$ cat src/rtl/axi_lite_intc_multi.sv
// AXI4-Lite interrupt controller slave: up to 32 sources,
// runtime edge/level sensitivity, software trigger, one irq.
module axi_lite_intc_multi #(
  parameter int          C_NUM_OF_INTR          = 4,
  parameter logic [31:0] C_INTR_SENSITIVITY_RST = 32'hFFFFFFFF,
  parameter logic [31:0] C_INTR_ACTIVE_STATE    = 32'hFFFFFFFF,
  parameter bit          C_IRQ_SENSITIVITY      = 1'b1,
  parameter bit          C_IRQ_ACTIVE_STATE     = 1'b1
) (
  input  logic                     s_axi_intr_aclk,
  input  logic                     s_axi_intr_aresetn,
  input  logic [4:0]               s_axi_intr_awaddr,
  input  logic                     s_axi_intr_awvalid,
  output logic                     s_axi_intr_awready,
  input  logic [31:0]              s_axi_intr_wdata,
  input  logic [3:0]               s_axi_intr_wstrb,
  input  logic                     s_axi_intr_wvalid,
  output logic                     s_axi_intr_wready,
  output logic [1:0]               s_axi_intr_bresp,
  output logic                     s_axi_intr_bvalid,
  input  logic                     s_axi_intr_bready,
  input  logic [4:0]               s_axi_intr_araddr,
  input  logic                     s_axi_intr_arvalid,
  output logic                     s_axi_intr_arready,
  output logic [31:0]              s_axi_intr_rdata,
  output logic [1:0]               s_axi_intr_rresp,
  output logic                     s_axi_intr_rvalid,
  input  logic                     s_axi_intr_rready,
  input  logic [C_NUM_OF_INTR-1:0] irq_src,
  output logic                     irq
);

  localparam int N = C_NUM_OF_INTR;
  localparam logic [N-1:0] ACT_POL  = C_INTR_ACTIVE_STATE[N-1:0];
  localparam logic [N-1:0] SENS_RST = C_INTR_SENSITIVITY_RST[N-1:0];

  logic         gie;
  logic [N-1:0] ier;
  logic [N-1:0] status;
  logic [N-1:0] sens;
  logic [N-1:0] prevAct;
  logic         bvalidQ;
  logic         rvalidQ;
  logic [31:0]  rdataQ;
  logic         anyPrev;
  logic         irqQ;

  logic         wrAccept;
  logic         rdAccept;
  logic [31:0]  wrMask;
  logic [31:0]  wrBits;
  logic [7:0]   wrHit;
  logic [7:0]   rdHit;
  logic [N-1:0] act;
  logic [N-1:0] evt;
  logic [N-1:0] iackClr;
  logic [N-1:0] swSet;
  logic [N-1:0] pend;
  logic         any;
  logic [31:0]  rdMux;
  logic         unusedBits;

  assign wrAccept = s_axi_intr_awvalid & s_axi_intr_wvalid & ~bvalidQ;
  assign rdAccept = s_axi_intr_arvalid & ~rvalidQ;

  // Readies are combinational; keep them quiet while reset is held.
  assign s_axi_intr_awready = wrAccept & s_axi_intr_aresetn;
  assign s_axi_intr_wready  = wrAccept & s_axi_intr_aresetn;
  assign s_axi_intr_arready = rdAccept & s_axi_intr_aresetn;
  assign s_axi_intr_bvalid  = bvalidQ;
  assign s_axi_intr_rvalid  = rvalidQ;
  assign s_axi_intr_rdata   = rdataQ;
  assign s_axi_intr_bresp   = 2'b00;
  assign s_axi_intr_rresp   = 2'b00;

  assign wrMask = {{8{s_axi_intr_wstrb[3]}}, {8{s_axi_intr_wstrb[2]}},
                   {8{s_axi_intr_wstrb[1]}}, {8{s_axi_intr_wstrb[0]}}};
  assign wrBits = s_axi_intr_wdata & wrMask;
  assign wrHit  = wrAccept ? (8'b1 << s_axi_intr_awaddr[4:2]) : 8'b0;
  assign rdHit  = 8'b1 << s_axi_intr_araddr[4:2];

  assign act     = irq_src ~^ ACT_POL;
  assign evt     = (sens & act & ~prevAct) | (~sens & act);
  assign iackClr = wrHit[3] ? wrBits[N-1:0] : '0;
  assign swSet   = wrHit[6] ? wrBits[N-1:0] : '0;
  assign pend    = status & ier;
  assign any     = gie & (|pend);

  assign unusedBits = ^{s_axi_intr_awaddr[1:0], s_axi_intr_araddr[1:0],
                        wrBits};

  always_comb begin
    rdMux = '0;
    unique case (1'b1)
      rdHit[0]: rdMux = {31'b0, gie};
      rdHit[1]: rdMux = 32'(ier);
      rdHit[2]: rdMux = 32'(status);
      rdHit[4]: rdMux = 32'(pend);
      rdHit[5]: rdMux = 32'(sens);
      default:  rdMux = '0;
    endcase
  end

  always_ff @(posedge s_axi_intr_aclk or negedge s_axi_intr_aresetn) begin
    if (!s_axi_intr_aresetn) begin
      gie     <= 1'b0;
      ier     <= '0;
      status  <= '0;
      sens    <= SENS_RST;
      prevAct <= '0;
      bvalidQ <= 1'b0;
      rvalidQ <= 1'b0;
      rdataQ  <= '0;
      anyPrev <= 1'b0;
      irqQ    <= 1'b0;
    end else begin
      prevAct <= act;
      // Set beats clear when an event and an IACK hit together.
      status  <= (status & ~iackClr) | evt | swSet;
      unique case (1'b1)
        wrHit[0]: if (s_axi_intr_wstrb[0]) gie <= s_axi_intr_wdata[0];
        wrHit[1]: ier  <= (ier & ~wrMask[N-1:0]) | wrBits[N-1:0];
        wrHit[5]: sens <= (sens & ~wrMask[N-1:0]) | wrBits[N-1:0];
        default: ;
      endcase
      if (wrAccept)
        bvalidQ <= 1'b1;
      else if (s_axi_intr_bready)
        bvalidQ <= 1'b0;
      if (rdAccept) begin
        rvalidQ <= 1'b1;
        rdataQ  <= rdMux;
      end else if (s_axi_intr_rready) begin
        rvalidQ <= 1'b0;
      end
      anyPrev <= any;
      irqQ    <= C_IRQ_SENSITIVITY ? any : (any & ~anyPrev);
    end
  end

  assign irq = C_IRQ_ACTIVE_STATE ? irqQ : ~irqQ;

endmodule

$ cat config.mk
export PLATFORM = sky130hd
export DESIGN_NAME = axi_lite_intc_multi
export DESIGN_NICKNAME = d
export VERILOG_FILES = /design/src/rtl/axi_lite_intc_multi.sv
export SDC_FILE = /design/constraint.sdc
export NUM_CORES = 1
export LEC_CHECK = 0
export ABC_AREA = 1
export BUFFER_PORTS_ARGS = -buffer_cell sky130_fd_sc_hd__buf_2
export CAP_MARGIN = 30
export CORE_ASPECT_RATIO = 1.2
export CORE_UTILIZATION = 42
export CTS_CLUSTER_SIZE = 10
export DETAILED_ROUTE_END_ITERATION = 10
export PLACE_DENSITY = 0.79
export SKIP_CTS_REPAIR_TIMING = 1
export SLEW_MARGIN = 20
export SYNTH_ARGS = -nofsm -noshare
export SYNTH_HDL_FRONTEND = slang
export SYNTH_SLANG_ARGS = --single-unit
$ cat constraint.sdc
create_clock -name s_axi_intr_aclk -period 1.5 [get_ports s_axi_intr_aclk]
set_input_delay 0.225 -clock s_axi_intr_aclk [delete_from_list [all_inputs] [get_ports s_axi_intr_aclk]]
set_output_delay 0.225 -clock s_axi_intr_aclk [all_outputs]
set_load 0.02 [all_outputs]
==> results of run 1 <==
layout by cell type (no fill, tap or decap):
cell / n
nand2_1: 44
conb_1: 32
buf_2: 31
dfrtp_1: 20
nand4_1: 15
nand3_1: 15
inv_1: 14
o21ai_1: 9
nand3b_1: 4
dfstp_2: 4
inv_2: 3
nor2_2: 3
clkbuf_8: 3
nor3_2: 2
nor2_4: 2
nor2_1: 2
nand3_2: 2
o21ai_0: 2
buf_4: 2
o21a_1: 1
nand4_2: 1
nor3_1: 1
o21bai_1: 1
bufinv_16: 1
dlygate4sd3_1: 1
power by group:
| group | internal, mW | leakage [nW] | switching [mW] |
|---|---|---|---|
| combinational | 0.118 | 0.563 | 0.267 |
| sequential | 0.739 | 0.281 | 0.0535 |
| clock | 0.357 | 0.0357 | 0.219 |
through the flow:
| step | hold WS [ps] | area, um2 | total power [mW] |
|---|---|---|---|
| 2_1_floorplan | -70.59 | 1608 | 1.133 |
| 3_3_place_gp | 241.9 | 1541 | 1.176 |
| 3_5_place_dp | 243.9 | 1541 | 1.187 |
| 4_1_cts | -59.94 | 1613 | 1.767 |
| 5_1_grt | 53.62 | 1628 | 1.859 |
| 6_report | 64.41 | 1628 | 1.753 |
layer usage:
layer | track usage, % | vias to the layer above
li1 | - | 604
met1 | 18.49 | 531
met2 | 27.53 | 42
met3 | 1.724 | 2
met4 | 4.573 | 0
met5 | 0 | -
logic make-up after synthesis:
group           Yosys count  synth area share, %
flops                    24                40.67
compound gates           13                4.706
buf+inv                  54                23.28
other cells               1               0.2519
simple gates             91                31.09
worst max-delay path by stage:
stage / cells past startpoint / from / to / slack, ps
after global placement: 4 / s_axi_intr_bvalid / s_axi_intr_awready / 260
after CTS: 4 / s_axi_intr_bvalid / s_axi_intr_wready / -50
final: 4 / s_axi_intr_bvalid / s_axi_intr_awready / 70
after floorplan: 5 / s_axi_intr_bvalid / s_axi_intr_wready / 5
after global routing: 4 / s_axi_intr_bvalid / s_axi_intr_wready / 6
after detailed placement: 4 / s_axi_intr_bvalid / s_axi_intr_wready / 250
area by class of cell:
cell class / count / area, um2
Clock inverter: 1 / 30.03
Timing Repair Buffer: 34 / 180.2
Fill cell: 350 / 1739
Tap cell: 37 / 46.29
Multi-Input combinational cell: 136 / 660.6
Inverter: 17 / 63.81
Clock buffer: 3 / 41.29
Sequential cell: 24 / 605.6
==> flow_metrics.tcl, run 1 <==
set metrics [dict create \
    ios 99 \
    routed-wl-met3_um 102 \
    p_leak_nw 0.8801 \
    yosys-top-cells-area "dfrtp_1, buf_4, nand2_1" \
    syn_area_um2 1489 \
    start_kind "flip-flop" \
    avgSynthCellArea_um2 8.136 \
    crit_type "flip-flop to output port" \
    final_core_util_pct 48.35 \
    synth_cell_types 23 \
    clock-root-buffer "clkbuf_8" \
    grtUsageTotal_pct 14.97 \
    clock_latency_ps 270 \
    crit_arrival_ps 1210 \
    regToRegSetupSlack_ps 410 \
    wl_met1_um 1180 \
    cts.path.max_buffers 2 \
    grt_pass1_vias 1008 \
    r2r_cells 5 \
    async_flop_share_pct 100.0 \
    fin_setup_tns_ps 0 \
    die_w_um 56.35 \
    synth_top_area_share_pct 33.61 \
    synth-seq-cells 24 \
    worstReg2RegEnd "status[1]" \
    overflow 0 \
    cp_max_fo 6 \
    rsz0062_at_grt "false" \
    hold_class "primary input to flip-flop" \
    p_per_area_nw_per_um2 1077 \
    hold_violations 0 \
    wirelength_um 2651 \
    finalSetupViolations 0 \
    drtIter0Drc 43 \
    cp_top_family "flip-flops" \
    r2r-start "s_axi_intr_bvalid" \
    antenna_found_initial 0 \
    drcViolationCount 0 \
    die_height_um 67.22 \
    rows 23 \
    synth_most_common_cell "nand2_1" \
    antenna_left 0 \
    place_hpwl_um 2016 \
    min_from "irq_src[3]" \
    finalCriticalPeriod_ps 1434 \
    status "finished clean" \
    cp_slowest_cell "dfrtp_1" \
    stdcell_count 252 \
    placed_cells 247 \
    slowest_delay_ps 420 \
    synth_ff_type "dfrtp_1" \
    yosysTopAreaCell "dfrtp_1" \
    drive_gt1_share_pct 25.12 \
    grt_pass1_wl_um 4436 \
    fmax_mhz 697.1 \
    n_antenna_cell 0 \
    hold_depth 1 \
    final.setup.worst_slack_ps 65.50 \
    num_vias 1179 \
    cts_made_buffers 3 \
    clock-sinks 24 \
    floorplan.die_area_um2 3788 \
    required_ps 1270 \
    ys_seq_area_share_pct 40.67 \
    netlist_top_cells_count "nand2_1, buf_4, dfrtp_1, nand3_1, nand4_1" \
    final_nets 273 \
    drtPass1Iterations 4 \
    clk_pin_slew_ps 90 \
    slew_viol_final 0 \
    timing.critical_path.buf_inv 2 \
    synth_edf_count 0 \
    top_layer "met4" \
    synth_cells 183 \
    dr_wl_met2_um 1345 \
    avgViaCountPerCell 4.679 \
    holdPathEnd "prevAct[3]" \
    gp_congestion 0.8046 \
    core_um2 3367 \
    grt_max_degree 25 \
    end_kind "output port" \
    portBuffers 31 \
    cts-htree-levels 1 \
    ir_drop_v 0.0004908 \
    path_cells "nor2_4, inv_1, nor2_2, buf_2" \
    syn_to_final_growth_pct 9.328 \
    post-place-ws_ps 249.6 \
    synth_warnings 0 \
    maxCapViolCount 0 \
    cts_tree "done" \
    wl_per_cell_um 10.52 \
    period_share_pct 95.63 \
    finClkSkew_ps 4.606 \
    initial_core_util_pct 44.22 \
]
Power figures use the tool's default switching activity.
==> run 2, diff against run 1 <==
--- a/config.mk
+++ b/config.mk
@@ -9,10 +9,10 @@
 export BUFFER_PORTS_ARGS = -buffer_cell sky130_fd_sc_hd__buf_2
 export CAP_MARGIN = 30
 export CORE_ASPECT_RATIO = 1.2
-export CORE_UTILIZATION = 42
+export CORE_UTILIZATION = 31
 export CTS_CLUSTER_SIZE = 10
 export DETAILED_ROUTE_END_ITERATION = 10
-export PLACE_DENSITY = 0.79
+export PLACE_DENSITY = 0.61
 export SKIP_CTS_REPAIR_TIMING = 1
 export SLEW_MARGIN = 20
 export SYNTH_ARGS = -nofsm -noshare
==> flow_metrics.tcl, run 2 (synthesized netlist as in run 1, its figures left out) <==
set metrics [dict create \
    status "finished clean" \
    clk_pin_slew_ps 90 \
    cp_max_fo 2 \
    antenna_found_initial 0 \
    final_nets 273 \
    rsz0062_at_grt "false" \
    start_kind "primary input" \
    floorplan.die_area_um2 5085 \
    clock-root-buffer "clkbuf_8" \
    hold_class "primary input to flip-flop" \
    drive_gt1_share_pct 25.58 \
    avgViaCountPerCell 4.220 \
    gp_congestion 0.7950 \
    n_antenna_cell 0 \
    cts-htree-levels 1 \
    min_from "irq_src[3]" \
    rows 27 \
    drtPass1Iterations 6 \
    finalPower_mw 1.749 \
    regToRegSetupSlack_ps 280 \
    final_cell_mix "nand2_1, conb_1, buf_2, dfrtp_1" \
    clock-sinks 24 \
    ir_drop_v 0.0003989 \
    core_um2 4594 \
    hold_violations 0 \
    grtUsageTotal_pct 11.81 \
    design_area_um2 1652 \
    finClkSkew_ps 1.339 \
    fin_setup_tns_ps 0 \
    ios 99 \
    fmax_mhz 713.1 \
    internal-power_mw 1.213 \
    cts_tree "done" \
    switchingPower_uw 535.7 \
    grt_pass1_vias 1052 \
    place_hpwl_um 2105 \
    finalSetupViolations 0 \
    syn_to_final_growth_pct 10.92 \
    r2r-start "s_axi_intr_bvalid" \
    final.setup.worst_slack_ps 97.65 \
    clock_latency_ps 260 \
    maxCapViolCount 0 \
    required_ps 1270 \
    portBuffers 31 \
    num_vias 1152 \
    postPlaceCellArea_um2 1568 \
    slew_viol_final 0 \
    wirelength_um 2736 \
    post-place-ws_ps 291.0 \
    holdPathEnd "prevAct[3]" \
    p_comb_share_pct 22.1 \
    initial_core_util_pct 32.41 \
    overflow 0 \
    r2r_cells 4 \
    finalCriticalPeriod_ps 1402 \
    hold_depth 1 \
    cts.path.max_buffers 2 \
    end_kind "output port" \
    crit_arrival_ps 1180 \
    grt_pass1_wl_um 4740 \
    p_leak_nw 0.8804 \
    sw_frac_of_total_pct 30.63 \
    period_share_pct 93.49 \
    drtIter0Drc 17 \
    antenna_left 0 \
    mostFrequentLayoutCell "nand2_1" \
    cts_made_buffers 3 \
    wl_per_cell_um 10.02 \
    power_frac_seq_pct 45.1 \
    die_height_um 77.92 \
    pwr-share-clk_pct 32.8 \
    p_per_area_nw_per_um2 1059 \
    die_w_um 65.27 \
    crit_type "primary input to output port" \
    grt_max_degree 25 \
    final_core_util_pct 35.95 \
    nFillCells 516 \
    drcViolationCount 0 \
]
[run 2: cell count changes in the layout (fill, tap and decap cells not counted)]
cell | previous run | this run
nand2_1 | 44 | 43
nor2_4 | 2 | 1
nand2_2 | 0 | 1
nor2_2 | 3 | 4
[run 2: critical path: stages]
cell and delay [ps]:
dlygate4sd3_1 520, buf_2 110, inv_1 50, nor2_2 100, buf_2 170
[run 2: how the worst max path moves through the flow]
stage	cells after the start	from	slack [ps]	to
4_1_cts	4	s_axi_intr_rvalid	40	s_axi_intr_arready
5_1_grt	5	s_axi_intr_aresetn	40	s_axi_intr_awready
6_report	5	s_axi_intr_aresetn	100	s_axi_intr_awready
3_5_place_dp	4	s_axi_intr_bvalid	290	flip-flop
3_3_place_gp	4	s_axi_intr_bvalid	280	flip-flop
2_1_floorplan	5	s_axi_intr_bvalid	5	s_axi_intr_wready
[run 2: per-layer routing]
layer / GRT usage [%] / vias up / part of all wire, % / wire (um)
met5: 0 / - / 0 / 0
met2: 19.59 / 46 / 46 / 1252
met3: 1.912 / 2 / 5.6 / 154
li1: - / 606 / - / -
met1: 15.59 / 498 / 48 / 1313
met4: 3.261 / 0 / 0.58 / 16
[run 2: area by class of cell]
type / instances / area (um2) / area share [%]
multi-input cells: 136 / 658.1 / 39.85
flip-flops and latches: 24 / 605.6 / 36.67
clock inverters: 1 / 30.03 / 1.818
repair buffers: 34 / 180.2 / 10.91
well taps: 58 / 72.57 / 4.394
inverters: 17 / 63.81 / 3.864
clock buffers: 3 / 41.29 / 2.500
[run 2: power by group through the flow]
| stage | clock (mW) | combinational (mW) | sequential (mW) |
|---|---|---|---|
| 2_1_floorplan | 0 | 0.305 | 0.828 |
| 4_1_cts | 0.589 | 0.387 | 0.790 |
| 3_3_place_gp | 0 | 0.381 | 0.801 |
| 5_1_grt | 0.617 | 0.440 | 0.801 |
| 6_report | 0.573 | 0.387 | 0.789 |
| 3_5_place_dp | 0 | 0.385 | 0.803 |
[run 2: through the flow]
step,cells,hold WS (ps)
floorplan,214,-70.59
global placement,268,251.0
detailed placement,268,244.4
CTS,272,-50.11
global route,273,60.76
finish,273,73.96
==> run 3, diff against run 2 <==
--- a/config.mk
+++ b/config.mk
@@ -5,14 +5,13 @@
 export SDC_FILE = /design/constraint.sdc
 export NUM_CORES = 1
 export LEC_CHECK = 0
-export ABC_AREA = 1
 export BUFFER_PORTS_ARGS = -buffer_cell sky130_fd_sc_hd__buf_2
 export CAP_MARGIN = 30
 export CORE_ASPECT_RATIO = 1.2
 export CORE_UTILIZATION = 31
 export CTS_CLUSTER_SIZE = 10
 export DETAILED_ROUTE_END_ITERATION = 10
-export PLACE_DENSITY = 0.61
+export PLACE_DENSITY = 0.63
 export SKIP_CTS_REPAIR_TIMING = 1
 export SLEW_MARGIN = 20
 export SYNTH_ARGS = -nofsm -noshare
==> constraint.sdc (replaced) <==
create_clock -name s_axi_intr_aclk -period 1.5 [get_ports s_axi_intr_aclk]
set_input_delay 0.075 -clock s_axi_intr_aclk [delete_from_list [all_inputs] [get_ports s_axi_intr_aclk]]
set_output_delay 0.075 -clock s_axi_intr_aclk [all_outputs]
set_load 0.02 [all_outputs]
==> flow_metrics.tcl, run 3 <==
set metrics [dict create \
    p_comb_share_pct 24.5 \
    syn_to_final_growth_pct 17.27 \
    timing.hold.ws_ps 83.48 \
    n_antenna_cell 0 \
    clock-sinks 24 \
    yosysTopAreaCell "dfrtp_1" \
    grtUsageTotal_pct 10.95 \
    clock_latency_ps 270 \
    drive_gt1_share_pct 38.89 \
    wirelength_um 2541 \
    gp_congestion 0.7576 \
    antenna_found_initial 0 \
    clock-root-buffer "clkbuf_8" \
    ios 99 \
    core_um2 4262 \
    synth-seq-cells 24 \
    grt_pass1_vias 832 \
    synth_cell_types 23 \
    pwr-share-clk_pct 24.7 \
    synth_top_area_share_pct 36.36 \
    start_kind "flip-flop" \
    cts-htree-levels 1 \
    p_per_area_nw_per_um2 975.3 \
    final_core_util_pct 37.87 \
    fmax_mhz 715.2 \
    internal-power_mw 1.091 \
    maxCapViolCount 0 \
    status "finished clean" \
    drtIter0Drc 33 \
    slew_viol_final 0 \
    r2r-start "s_axi_intr_bvalid" \
    rsz0062_at_grt "false" \
    post-place-ws_ps 87.97 \
    antenna_left 0 \
    portBuffers 31 \
    avgViaCountPerCell 4.385 \
    floorplan.die_area_um2 4711 \
    period_share_pct 93.22 \
    switchingPower_uw 483.4 \
    synth_cells 119 \
    finClkSkew_ps 6.024 \
    min_from "s_axi_intr_wdata[2]" \
    cp_max_fo 5 \
    final_nets 220 \
    drcViolationCount 0 \
    rows 26 \
    place_hpwl_um 1963 \
    yosys-top-cells-area "dfrtp_1, buf_4, mux2_2" \
    cts_made_buffers 3 \
    p_leak_nw 0.7575 \
    fin_setup_tns_ps 0 \
    initial_core_util_pct 32.30 \
    synth_edf_count 0 \
    sw_frac_of_total_pct 30.71 \
    drtPass1Iterations 4 \
    crit_arrival_ps 1550 \
    final_cell_mix "conb_1, buf_2, dfrtp_1, mux2_2" \
    hold_class "primary input to flip-flop" \
    end_kind "flip-flop" \
    synth_most_common_cell "buf_4" \
    power_frac_seq_pct 50.9 \
    clk_pin_slew_ps 80 \
    overflow 0 \
    hold_violations 0 \
    mostFrequentLayoutCell "conb_1" \
    cts.path.max_buffers 2 \
    finalCriticalPeriod_ps 1398 \
    async_flop_share_pct 100.0 \
    synth_warnings 0 \
    wl_per_cell_um 11.66 \
    required_ps 1650 \
    die_w_um 62.83 \
    grt_pass1_wl_um 3946 \
    cts_tree "done" \
    die_height_um 74.99 \
    grt_max_degree 25 \
    final.setup.worst_slack_ps 101.7 \
    crit_type "flip-flop to flip-flop" \
    num_vias 956 \
    ir_drop_v 0.0005831 \
    synth_ff_type "dfrtp_1" \
    finalSetupViolations 0 \
    critPathLaunch "s_axi_intr_bvalid" \
    avgSynthCellArea_um2 11.57 \
    netlist_top_cells_count "buf_4, dfrtp_1, mux2_2, a32oi_1, o21ai_0" \
    ys_seq_area_share_pct 44.00 \
    syn_area_um2 1376 \
]
## run 3: cell types whose count changed after synthesis, sizes merged, moves of 3 or more
| cell | before | now |
|---|---|---|
| nand2 | 44 | 0 |
| nand4 | 16 | 0 |
| inv | 17 | 3 |
| mux2 | 0 | 14 |
| nand3 | 17 | 5 |
| a32oi | 0 | 7 |
| a21boi | 0 | 5 |
| nor2 | 7 | 2 |
| o21ai | 11 | 6 |
| a221o | 0 | 4 |
| buf | 37 | 33 |
| a22oi | 0 | 3 |
| nand3b | 4 | 1 |
## run 3: layer usage
layer / vias up / GRT usage, % / part of all wire, %
met2: 41 / 19.81 / 51
met4: 0 / 2.326 / 0
li1: 459 / - / -
met5: - / 0 / 0
met3: 0 / 3.182 / 4.9
met1: 456 / 13.01 / 44
## run 3: kinds of logic (layout without fill, tap and decap cells)
family	Yosys count	count (layout)	synth area share, %
DFF	24	24	44.00
other	1	32	0.2725
muxes	14	14	11.45
AOI/OAI and AO/OA	25	25	13.91
and+or+nand+nor	19	19	11.55
buffers and inverters	36	48	18.82
## run 3: worst paths after layout
check	to	slack, ps	depth (start not counted)
worst min register to register	s_axi_intr_rdata[1]	500	2
max in group asynchronous	async pin	870	3
worst min-delay path	status[2]	80	2
worst max-delay path	flip-flop	100	3
min in group asynchronous	s_axi_intr_rvalid	340	3
worst max register to register	flip-flop	100	3
## run 3: area by class of cell
cell class | instances | area [um2]
clock buffers | 4 | 45.04
fillers | 452 | 2648
inverters | 3 | 11.26
multi-input cells | 90 | 634.4
flip-flops and latches | 24 | 605.6
well taps | 56 | 70.07
repair buffers | 41 | 247.7
## run 3: critical path, cell delays in order, from the launching register on
cell and delay, ps:
dfrtp_1 410, nand3b_4 210, nor3b_4 300, mux2_2 370
## run 3: power by group through the flow
stage / Sequential [mW] / Combinational (mW) / Clock, mW
floorplan: 0.833 / 0.284 / 0
global placement: 0.809 / 0.368 / 0
detailed placement: 0.812 / 0.373 / 0
CTS: 0.799 / 0.374 / 0.401
global route: 0.812 / 0.422 / 0.428
finish: 0.801 / 0.385 / 0.388
## run 3: through the flow
stage	cells	cell area, um2	power, mW
floorplan	150	1493	1.117
global placement	207	1493	1.177
detailed placement	207	1493	1.184
CTS	211	1538	1.575
global route	218	1614	1.662
finish	218	1614	1.574
